File: config.mk
export PLATFORM = sky130hd
export DESIGN_NAME = seq_tx
export DESIGN_NICKNAME = d
export VERILOG_FILES = /design/src/rtl/seq_tx.sv
export SDC_FILE = /design/constraint.sdc
export NUM_CORES = 1
export LEC_CHECK = 0
export ABC_AREA = 1
export CAP_MARGIN = 40
export CORE_MARGIN = 8
export CORE_UTILIZATION = 51
export CTS_BUF_LIST = sky130_fd_sc_hd__clkbuf_16
export CTS_CLUSTER_SIZE = 40
export DETAILED_ROUTE_END_ITERATION = 10
export GPL_TIMING_DRIVEN = 0
export MAX_ROUTING_LAYER = met4
export PLACE_DENSITY = 0.77
export REMOVE_ABC_BUFFERS = 1
export SKIP_LAST_GASP = 1
export SLEW_MARGIN = 5
export SYNTH_ARGS = -nofsm -noshare
export SYNTH_HDL_FRONTEND = slang
export SYNTH_SLANG_ARGS = --single-unit
export TNS_END_PERCENT = 10
File: constraint.sdc
create_clock -name clk -period 2.12 [get_ports clk]
set_clock_uncertainty 0.05 [all_clocks]
set_input_delay 0.424 -clock clk [delete_from_list [all_inputs] [get_ports clk]]
set_output_delay 0.424 -clock clk [all_outputs]
set_load 0.05 [all_outputs]
File: src/rtl/seq_tx.sv
// seq_tx: start/ready serial frame transmitter, MSB-first, one zero gap bit per frame.
// Optional 1,0,1 frame preamble enabled by defining SEQ_TX_PREAMBLE_EN.
`default_nettype none

module seq_tx #(
    parameter int WIDTH = 8,
    parameter int REP_W = 4
) (
    input  logic             clk,
    input  logic             reset,
    input  logic             start,
    input  logic [WIDTH-1:0] data_in,
    input  logic [REP_W-1:0] rep_in,
    input  logic             abort,
    output logic             out_seq,
    output logic             busy,
    output logic             ready,
    output logic             done
);

    localparam int BIT_W = $clog2(WIDTH);
    localparam logic [BIT_W-1:0] c_BIT_TOP = BIT_W'(WIDTH - 1);

    localparam logic [1:0] c_IDLE = 2'd0;
    localparam logic [1:0] c_DATA = 2'd2;
    localparam logic [1:0] c_GAP  = 2'd3;
`ifdef SEQ_TX_PREAMBLE_EN
    localparam logic [1:0] c_PRE  = 2'd1;
    localparam logic [1:0] c_FIRST = c_PRE;
`else
    localparam logic [1:0] c_FIRST = c_DATA;
`endif

    logic [1:0]       r_state, w_state_nxt;
    logic [WIDTH-1:0] r_word, w_word_nxt;
    logic [REP_W-1:0] r_rep, w_rep_nxt;
    logic [BIT_W-1:0] r_bit, w_bit_nxt;
`ifdef SEQ_TX_PREAMBLE_EN
    logic [1:0]       r_pre, w_pre_nxt;
`endif
    logic             r_out, r_busy, r_done;
    logic             w_out_nxt, w_busy_nxt, w_done_nxt;
    logic             w_accept, w_abort;

    assign w_accept = start && !r_busy && !abort;
    assign w_abort  = abort && r_busy;

    always_ff @(posedge clk or negedge reset) begin
        if (!reset) begin
            r_state <= c_IDLE;
            r_word  <= '0;
            r_rep   <= '0;
            r_bit   <= '0;
`ifdef SEQ_TX_PREAMBLE_EN
            r_pre   <= '0;
`endif
            r_out   <= 1'b0;
            r_busy  <= 1'b0;
            r_done  <= 1'b0;
        end else begin
            r_state <= w_state_nxt;
            r_word  <= w_word_nxt;
            r_rep   <= w_rep_nxt;
            r_bit   <= w_bit_nxt;
`ifdef SEQ_TX_PREAMBLE_EN
            r_pre   <= w_pre_nxt;
`endif
            r_out   <= w_out_nxt;
            r_busy  <= w_busy_nxt;
            r_done  <= w_done_nxt;
        end
    end

    always_comb begin
        w_state_nxt = r_state;
        w_word_nxt  = r_word;
        w_rep_nxt   = r_rep;
        w_bit_nxt   = r_bit;
`ifdef SEQ_TX_PREAMBLE_EN
        w_pre_nxt   = r_pre;
`endif
        if (w_abort) begin
            w_state_nxt = c_IDLE;
            w_rep_nxt   = '0;
            w_bit_nxt   = '0;
`ifdef SEQ_TX_PREAMBLE_EN
            w_pre_nxt   = '0;
`endif
        end else begin
            case (r_state)
                c_IDLE: begin
                    if (w_accept) begin
                        w_word_nxt  = data_in;
                        w_rep_nxt   = rep_in;
                        w_bit_nxt   = c_BIT_TOP;
`ifdef SEQ_TX_PREAMBLE_EN
                        w_pre_nxt   = 2'd2;
`endif
                        w_state_nxt = c_FIRST;
                    end
                end
`ifdef SEQ_TX_PREAMBLE_EN
                // Preamble counter runs 2,1,0; its inverted LSB gives the 1,0,1 marker.
                c_PRE: begin
                    if (r_pre == 2'd0) begin
                        w_state_nxt = c_DATA;
                    end else begin
                        w_pre_nxt = r_pre - 2'd1;
                    end
                end
`endif
                c_DATA: begin
                    if (r_bit == '0) begin
                        w_state_nxt = c_GAP;
                    end else begin
                        w_bit_nxt = r_bit - 1'b1;
                    end
                end
                c_GAP: begin
                    if (r_rep != '0) begin
                        w_rep_nxt   = r_rep - 1'b1;
                        w_bit_nxt   = c_BIT_TOP;
`ifdef SEQ_TX_PREAMBLE_EN
                        w_pre_nxt   = 2'd2;
`endif
                        w_state_nxt = c_FIRST;
                    end else begin
                        w_state_nxt = c_IDLE;
                    end
                end
                default: w_state_nxt = c_IDLE;
            endcase
        end
    end

    // Outputs are derived from the next-state values so the line bit is registered with the state.
    always_comb begin
        w_out_nxt  = 1'b0;
        w_busy_nxt = (w_state_nxt != c_IDLE);
        w_done_nxt = (r_state == c_GAP) && (r_rep == '0) && !abort;
        case (w_state_nxt)
`ifdef SEQ_TX_PREAMBLE_EN
            c_PRE:   w_out_nxt = ~w_pre_nxt[0];
`endif
            c_DATA:  w_out_nxt = w_word_nxt[w_bit_nxt];
            default: w_out_nxt = 1'b0;
        endcase
    end

    assign out_seq = r_out;
    assign busy    = r_busy;
    assign ready   = ~r_busy;
    assign done    = r_done;

endmodule

`default_nettype wire

==> results.cfg, run 1 <==
[status]
status = finished, final reports clean

[layout]
stdcell_area_um2 = 1490
drive_gt1_share_pct = 15.2
n_antenna_cell = 0
area_delta_synth_final_pct = 29.7
nets = 185
fillers = 176

[synth]
synthSimpleGateAreaFrac_pct = 31.1
syn_inst = 141
ys.warnings.count = 0
postSynthAreaPerCell_um2 = 8.15
synth_area_um2 = 1150
seq_area_frac_synth_pct = 43.5
synth_top_family_by_area = simple AND/OR/NAND/NOR gates
synth-xor-area-share_pct = 0
ys_ff_latch = 20
synth.area.mux_share_pct = 0
synth_adder_area_share_pct = 4.35
synth.distinct_cells = 25
synth_compound_area_share_pct = 13.6

[cts]
cts.sinks = 20
cts.path.max_buffers = 2
postCtsSetupBuffers = 0
cts_tree = built
clk-insertion-delay-late_ns = 0.25
h-tree-depth = 1
path_clk_slew_ns = 0.06
root_buffer = clkbuf_16
cts_inserted_buffers = 3

[global_routing]
grt_max_degree = 15
antenna_found_initial = 0
grt_use_total_pct = 13.3
grt_pass1_wl_um = 4330
grt_pass1_vias = 986
gr-total-overflow = 0

[die]
rows = 17
ios = 20
fp.coreArea_um2 = 2170
fp.dieArea_um2 = 4030
die_y_um = 63.5
start_util_pct = 53.0
die_x_um = 63.5

[placement]
place.gp.congestion = 0.857
portBuffers = 19
dp_hpwl_um = 1860
placed_area_um2 = 1380

[detailed_routing]
routed_wirelength_um = 2610
routed_via_density = 5.19
drcViolationCount = 0
firstDrtPassIters = 4
drt_iter0_markers = 46
vias = 997
final_antenna_net_count = 0
wl_per_cell_um = 13.6

[sta]
slew_violations = 0
slew-limit-headroom_pct = 66.2
setup_viol = 0
fin_crit_ns = 1.98
tightest_slew_ns = 0.505
fin_crit_sh_pct = 93.4
hold_viol_final = 0
max_freq_mhz = 505

[worst_setup_path]
path_class = reg2out
cp.arrival_ns = 1.51
end_kind = output port
crit_required_ns = 1.65
cp_max_fo = 4
start_kind = flop

[power_and_ir_drop]
power_uw = 2360
p_per_area_nw_per_um2 = 1580
leakagePower_uw = 0.000743
peakVddDrop_v = 0.00107

[worst_hold_path]
holdCritPathClass = in2async

[flow_run]
maxCapViolCount = 0
## cells in the final DEF (no fill, tap or decap)
| master | count |
|---|---|
| a21boi_0 | 1 |
| a21boi_2 | 1 |
| a21oi_1 | 3 |
| a21oi_4 | 1 |
| a2bb2oi_1 | 1 |
| a31oi_1 | 1 |
| a31oi_4 | 1 |
| buf_8 | 1 |
| bufinv_16 | 1 |
| clkbuf_16 | 3 |
| clkdlybuf4s50_1 | 19 |
| dfrtp_1 | 20 |
| ha_1 | 4 |
| inv_1 | 14 |
| inv_2 | 4 |
| inv_4 | 1 |
| nand2_1 | 45 |
| nand2_2 | 4 |
| nand2_4 | 3 |
| nand3_1 | 11 |
| nand3_2 | 1 |
| nand3_4 | 1 |
| nand3b_1 | 1 |
| nor2_1 | 5 |
| nor2_2 | 3 |
| nor3_1 | 2 |
| o2111ai_1 | 2 |
| o211ai_1 | 1 |
| o21ai_0 | 9 |
## metal layers
metal,wire length (µm),GRT usage (%),share of wire (%)
met1,1120,14.3,43
met2,1320,23.3,50
met3,140,3.53,5.4
met4,34,4.18,1.3
met5,0,-,0
## logic make-up (layout without fill, tap and decap cells)
| group | after synthesis | count (layout) |
|---|---|---|
| compound gates | 21 | 21 |
| fa+ha+maj | 4 | 4 |
| buf+inv | 20 | 43 |
| flops | 20 | 20 |
| simple gates | 76 | 76 |
## metrics by stage
stage	TNS [ns]	hold slack [ns]	setup WS [ns]	std cells	utilization [%]
after global routing	-0.0280	0.410	-0.0280	192	68.7
after floorplan	0	0.0784	0.334	140	-
final	0	0.391	0.141	192	68.7
after detailed placement	-0.131	0.415	-0.131	188	63.6
after CTS	0	0.399	0.120	192	68.4
after global placement	-0.121	0.412	-0.121	187	62.9
## flip-flops by register name (all words and copies together) (netlist names)
signal,cells
done,1
r_word,8
r_rep,4
out_seq,1
r_state,2
busy,1
r_bit,3
## final cells by class
type | instances | area, µm² | share of cell area [%]
Tap cell | 28 | 35.0 | 2.35
Sequential cell | 20 | 500 | 33.6
Inverter | 19 | 73.8 | 4.95
Multi-Input combinational cell | 101 | 572 | 38.3
Timing Repair Buffer | 20 | 205 | 13.8
Clock inverter | 1 | 30.0 | 2.01
Clock buffer | 3 | 75.1 | 5.03
## worst paths after layout
check                                     from                    to  slack (ns)  cells past startpoint
setup / recovery                busy$_DFF_PN0_                 ready        0.14                      2
hold / removal                           reset  r_rep[3]$_DFFE_PN0P_        0.39                      1
setup reg to reg            r_bit[1]$_DFF_PN0_     out_seq$_DFF_PN0_        0.20                     13
hold reg to reg            r_word[3]$_DFF_PN0_   r_word[3]$_DFF_PN0_        0.43                      2
max in group asynchronous                reset    r_bit[2]$_DFF_PN0_        1.22                      2
min in group clk           r_word[3]$_DFF_PN0_   r_word[3]$_DFF_PN0_        0.43                      2
## Yosys cell counts, drive strengths merged
cell     count  area (µm²)
nand2       52         228
nand3b       1        7.51
buf          1        11.3
dfrtp       20         500
nand3       13        75.1
a2bb2oi      1        8.76
nor3         2        10.0
inv         19        73.8
a21boi       2        18.8
o2111ai      2        17.5
nor2         8        37.5
a31oi        2        27.5
ha           4        50.1
a21oi        4        31.3
o211ai       1        7.51
o21ai        9        45.0
## what timing repair did
item / in CTS / in global routing
setup endpoints to repair: 0 / 1
hold buffers: 0 / 0
resized for setup: 0 / 1
## worst max-delay path, cell delays in order, from the launching register on
cell,delay (ns)
dfrtp_1,0.40
inv_1,0.06
clkdlybuf4s50_1,0.79
## where the power goes
part	leakage [µW]	total [µW]	internal, µW	switching, µW
Sequential	0.000253	633	547	86.7
Clock	0.0000511	517	375	142
Combinational	0.000438	1210	435	771
No activity file was read; power rests on OpenSTA's default activity.
==> run 2, diff against run 1 <==
Settings changed: CORE_UTILIZATION 51 to 45, DONT_BUFFER_PORTS from default to 1, PLACE_DENSITY 0.77 to default.
==> results.cfg, run 2 (synthesis gave the netlist of run 1 again) <==
[sta]
fin_crit_ns = 1.83
slew_violations = 0
hold_viol_final = 0
whs_ns = 0.201
slew-limit-headroom_pct = 70.0
final.setup.tns_ns = 0
rsz0062_at_grt = false
setup_viol = 0
fin_crit_sh_pct = 86.4
max_freq_mhz = 546
tightest_slew_ns = 0.445

[flow_run]
maxCapViolCount = 0

[global_routing]
grt_use_total_pct = 12.5
gr-total-overflow = 0
grt_pass1_wl_um = 4200
antenna_found_initial = 0
grt_pass1_vias = 983
grt_max_degree = 21

[detailed_routing]
drcViolationCount = 0
routed_via_density = 5.15
drt_iter0_markers = 27
routed_wirelength_um = 2390
met2WireLength_um = 1130
met1Wirelength_um = 1120
final_antenna_net_count = 0
vias = 901
firstDrtPassIters = 4
top_layer = met4
wl_per_cell_um = 13.7
wl_met3_um = 95

[worst_setup_path]
path_class = reg2reg
reg2reg_slack_ns = 0.29
reg2reg_from = busy$_DFF_PN0_
crit_family = simple AND/OR/NAND/NOR gates
worst_path_max_delay_cell = dfrtp_2
end_kind = flop
path_buf_inv = 0
slowest_delay_ns = 0.52
cp.arrival_ns = 1.96
r2r_end = out_seq$_DFF_PN0_
cp_max_fo = 9
rr_worst_depth = 11
start_kind = flop
cp_common_cell = nand2_1
crit_required_ns = 2.25
crit_path_cell_trace = nand2_1 > nand2_1 > a21oi_1 > nand2_2 > nand2_4 > nand2_1 > nand3_1 > nand2_1 > nand2_1 > nand2_1 > nor2_1

[layout]
area_delta_synth_final_pct = 11.8
n_antenna_cell = 0
fillers = 230
fin_cells = 175
layout_common_cells = 45 x nand2_1, 19 x dfrtp_1, 14 x inv_1
layout_commonest_cell = nand2_1
nets = 167
drive_gt1_share_pct = 17.2
largest_reg_flops = 8
largest-register = r_word
reg.largest.list = r_word x8, r_rep x4, r_bit x3

[placement]
dpl.cell_count = 170
place.gp.congestion = 0.808
portBuffers = 0
dp_hpwl_um = 1790

[die]
fp.dieArea_um2 = 4430
rows = 18
die_y_um = 66.6
fp.coreArea_um2 = 2450
start_util_pct = 46.8
ios = 20
die_x_um = 66.6

[cts]
cts_inserted_buffers = 3
cts_tree = built
path_clk_slew_ns = 0.05
clk-insertion-delay-late_ns = 0.25
cts.path.max_buffers = 2
h-tree-depth = 1
root_buffer = clkbuf_16
cts.sinks = 20

[worst_hold_path]
holdCritPathClass = in2reg
min-delay-start = abort
min_to = done$_DFF_PN0_
whs_path_depth = 1

[power_and_ir_drop]
peakVddDrop_v = 0.000767
p_per_area_nw_per_um2 = 1650
leakagePower_uw = 0.000658

[status]
status = finished, final reports clean
[run 2: changes by cell type in the layout (fill, tap and decap cells not counted), sizes merged]
cell / delta
clkdlybuf4s50: -19
bufinv: -1
dlygate4sd3: +1
[run 2: area by class of cell]
type	instances	area [µm²]	share of cell area [%]
Clock buffer	3	75.1	5.84
Sequential cell	20	502	39.0
Multi-Input combinational cell	101	572	44.5
Timing Repair Buffer	2	25.0	1.95
Tap cell	30	37.5	2.92
Inverter	19	73.8	5.74
[run 2: stage by stage]
stage	util, %	worst slack (ns)	area (µm²)	power (µW)
after floorplan	-	0.334	1140	1540
after global placement	47.9	0.0958	1180	1700
after detailed placement	47.9	0.0841	1180	1720
after CTS	51.4	0.0544	1260	2130
after global routing	52.3	0.0529	1280	2320
final	52.3	0.289	1280	2120
[run 2: how the worst max path moves through the flow]
stage / to / from / cells after the start / slack [ns]
6_report: out_seq$_DFF_PN0_ / busy$_DFF_PN0_ / 11 / 0.29
4_1_cts: out_seq$_DFF_PN0_ / busy$_DFF_PN0_ / 11 / 0.05
3_3_place_gp: out_seq$_DFF_PN0_ / busy$_DFF_PN0_ / 11 / 0.1
3_5_place_dp: out_seq$_DFF_PN0_ / busy$_DFF_PN0_ / 11 / 0.08
5_1_grt: out_seq$_DFF_PN0_ / r_bit[1]$_DFF_PN0_ / 11 / 0.05
2_1_floorplan: out_seq$_DFF_PN0_ / busy$_DFF_PN0_ / 10 / 0.33
[run 2: routing by layer]
metal / vias to the layer above / track usage, %
met4: 0 / 8.00
li1: 470 / -
met5: - / -
met2: 17 / 19.6
met3: 5 / 3.69
met1: 409 / 13.6
[run 2: power by group]
| part | internal, µW | switching (µW) |
|---|---|---|
| registers | 548 | 141 |
| clock network | 248 | 130 |
| logic | 371 | 684 |
[run 2: what timing repair did]
action / 4_1_cts / 5_1_grt
setup endpoints to repair: 0 / 1
endpoints found under the hold margin: 20 / 0
resized for setup: 0 / 2
hold buffers: 1 / 0
setup buffers: 0 / 0
==> run 3, diff against run 2 <==
Settings changed: CTS_BUF_LIST sky130_fd_sc_hd__clkbuf_16 to default, PLACE_DENSITY from default to 0.6, TNS_END_PERCENT 10 to default.
==> results.cfg, run 3 (synthesis gave the netlist of run 1 again) <==
[detailed_routing]
routed_via_density = 5.15
wl_per_cell_um = 13.5
final_antenna_net_count = 0
firstDrtPassIters = 4
wl_met3_um = 97
top_layer = met4
drt_iter0_markers = 31
met2WireLength_um = 1070
drcViolationCount = 0
met1Wirelength_um = 1130
routed_wirelength_um = 2360
vias = 901

[sta]
setup_viol = 0
slew_violations = 0
whs_ns = 0.136
max_freq_mhz = 519
final.setup.tns_ns = 0
fin_crit_ns = 1.93
tightest_slew_ns = 0.449
fin_crit_sh_pct = 91.0
slew-limit-headroom_pct = 69.8
hold_viol_final = 0
rsz0062_at_grt = false

[flow_run]
maxCapViolCount = 0

[power_and_ir_drop]
p_seq_share_pct = 35.9
power_frac_comb_pct = 54.7
leakagePower_uw = 0.000633
peakVddDrop_v = 0.000736
p_int_uw = 980
swShare_pct = 48.6
switching_power_uw = 926
p_per_area_nw_per_um2 = 1560
clkPwrFrac_pct = 9.4

[worst_setup_path]
cp.arrival_ns = 2.12
cp_max_fo = 13
path_class = reg2reg
end_kind = flop
start_kind = flop
crit_required_ns = 2.31

[die]
die_x_um = 66.6
fp.coreArea_um2 = 2450
start_util_pct = 46.8
die_y_um = 66.6
fp.dieArea_um2 = 4430
rows = 18
ios = 20

[cts]
cts_tree = built
cts.sinks = 20
clk-insertion-delay-late_ns = 0.30
postCtsSetupBuffers = 0
h-tree-depth = 1
cts.path.max_buffers = 2
root_buffer = clkbuf_4
path_clk_slew_ns = 0.11
cts_inserted_buffers = 3

[placement]
place.gp.congestion = 0.808
dpl.cell_count = 170
portBuffers = 0
placed_area_um2 = 1180
dp_hpwl_um = 1790

[layout]
area_delta_synth_final_pct = 6.20
nets = 167
drive_gt1_share_pct = 17.2
fin_cells = 175
largest_reg_flops = 8
reg.largest.list = r_word x8, r_rep x4, r_bit x3
layout_common_cells = 45 x nand2_1, 19 x dfrtp_1, 14 x inv_1
stdcell_area_um2 = 1220
n_antenna_cell = 0
largest-register = r_word
fillers = 235
post-route-util_pct = 49.7
layout_commonest_cell = nand2_1

[global_routing]
gr-total-overflow = 0
antenna_found_initial = 0
grt_max_degree = 21
grt_use_total_pct = 12.2
grt_pass1_vias = 976
grt_pass1_wl_um = 4130

[worst_hold_path]
holdCritPathClass = in2reg

[status]
status = finished, final reports clean
==> run 3: power by group through the flow <==
stage                     logic [µW]  clock network [µW]  registers [µW]
after floorplan                  867                   0             670
after global placement          1010                   0             687
after detailed placement        1030                   0             692
after CTS                       1050                 188             683
after global routing            1200                 202             705
final                           1040                 179             685
==> run 3: critical path, stage by stage (launching register included) <==
cell     delay, ns
dfrtp_2       0.55
nor2_2        0.14
nand3_2       0.29
a21oi_1       0.26
nand2_2       0.12
nand2_4       0.10
nand2_1       0.05
nand3_1       0.06
nand2_1       0.07
nand2_1       0.05
nand2_1       0.04
nor2_1        0.09
==> run 3: path summary, 6_finish.rpt <==
kind,from,end,slack (ns),cells past startpoint
max in group asynchronous,reset,busy$_DFF_PN0_,1.23,2
worst min register to register,r_word[6]$_DFF_PN0_,r_word[6]$_DFF_PN0_,0.44,2
min in group asynchronous,reset,done$_DFF_PN0_,0.36,1
worst max register to register,busy$_DFF_PN0_,out_seq$_DFF_PN0_,0.19,11
worst max-delay path,busy$_DFF_PN0_,out_seq$_DFF_PN0_,0.19,11
worst min-delay path,abort,done$_DFF_PN0_,0.14,1
==> run 3: timing repair <==
action                                  in CTS  in global routing
hold buffers                                 1                  0
gates resized for setup                      0                  1
endpoints found under the setup margin       0                  1
endpoints found under the hold margin       20                  0
==> run 3: routing by layer <==
metal,GRT usage [%],vias up
met5,-,-
met4,8.00,0
met3,2.85,7
met2,18.5,21
met1,14.0,404
li1,-,469
==> run 3: per-stage QoR <==
stage	power (µW)	setup slack (ns)
4_1_cts	1920	0.0451
3_5_place_dp	1720	0.0841
2_1_floorplan	1540	0.334
5_1_grt	2100	0.0149
6_report	1910	0.192
3_3_place_gp	1700	0.0958
==> run 3: area by class of cell <==
type / instances / area, µm² / area share (%)
multi-input combinational: 101 / 564 / 46.2
inverter: 19 / 73.8 / 6.05
tap: 30 / 37.5 / 3.07
timing repair buffer: 2 / 21.3 / 1.74
sequential: 20 / 502 / 41.1
clock buffer: 3 / 22.5 / 1.84
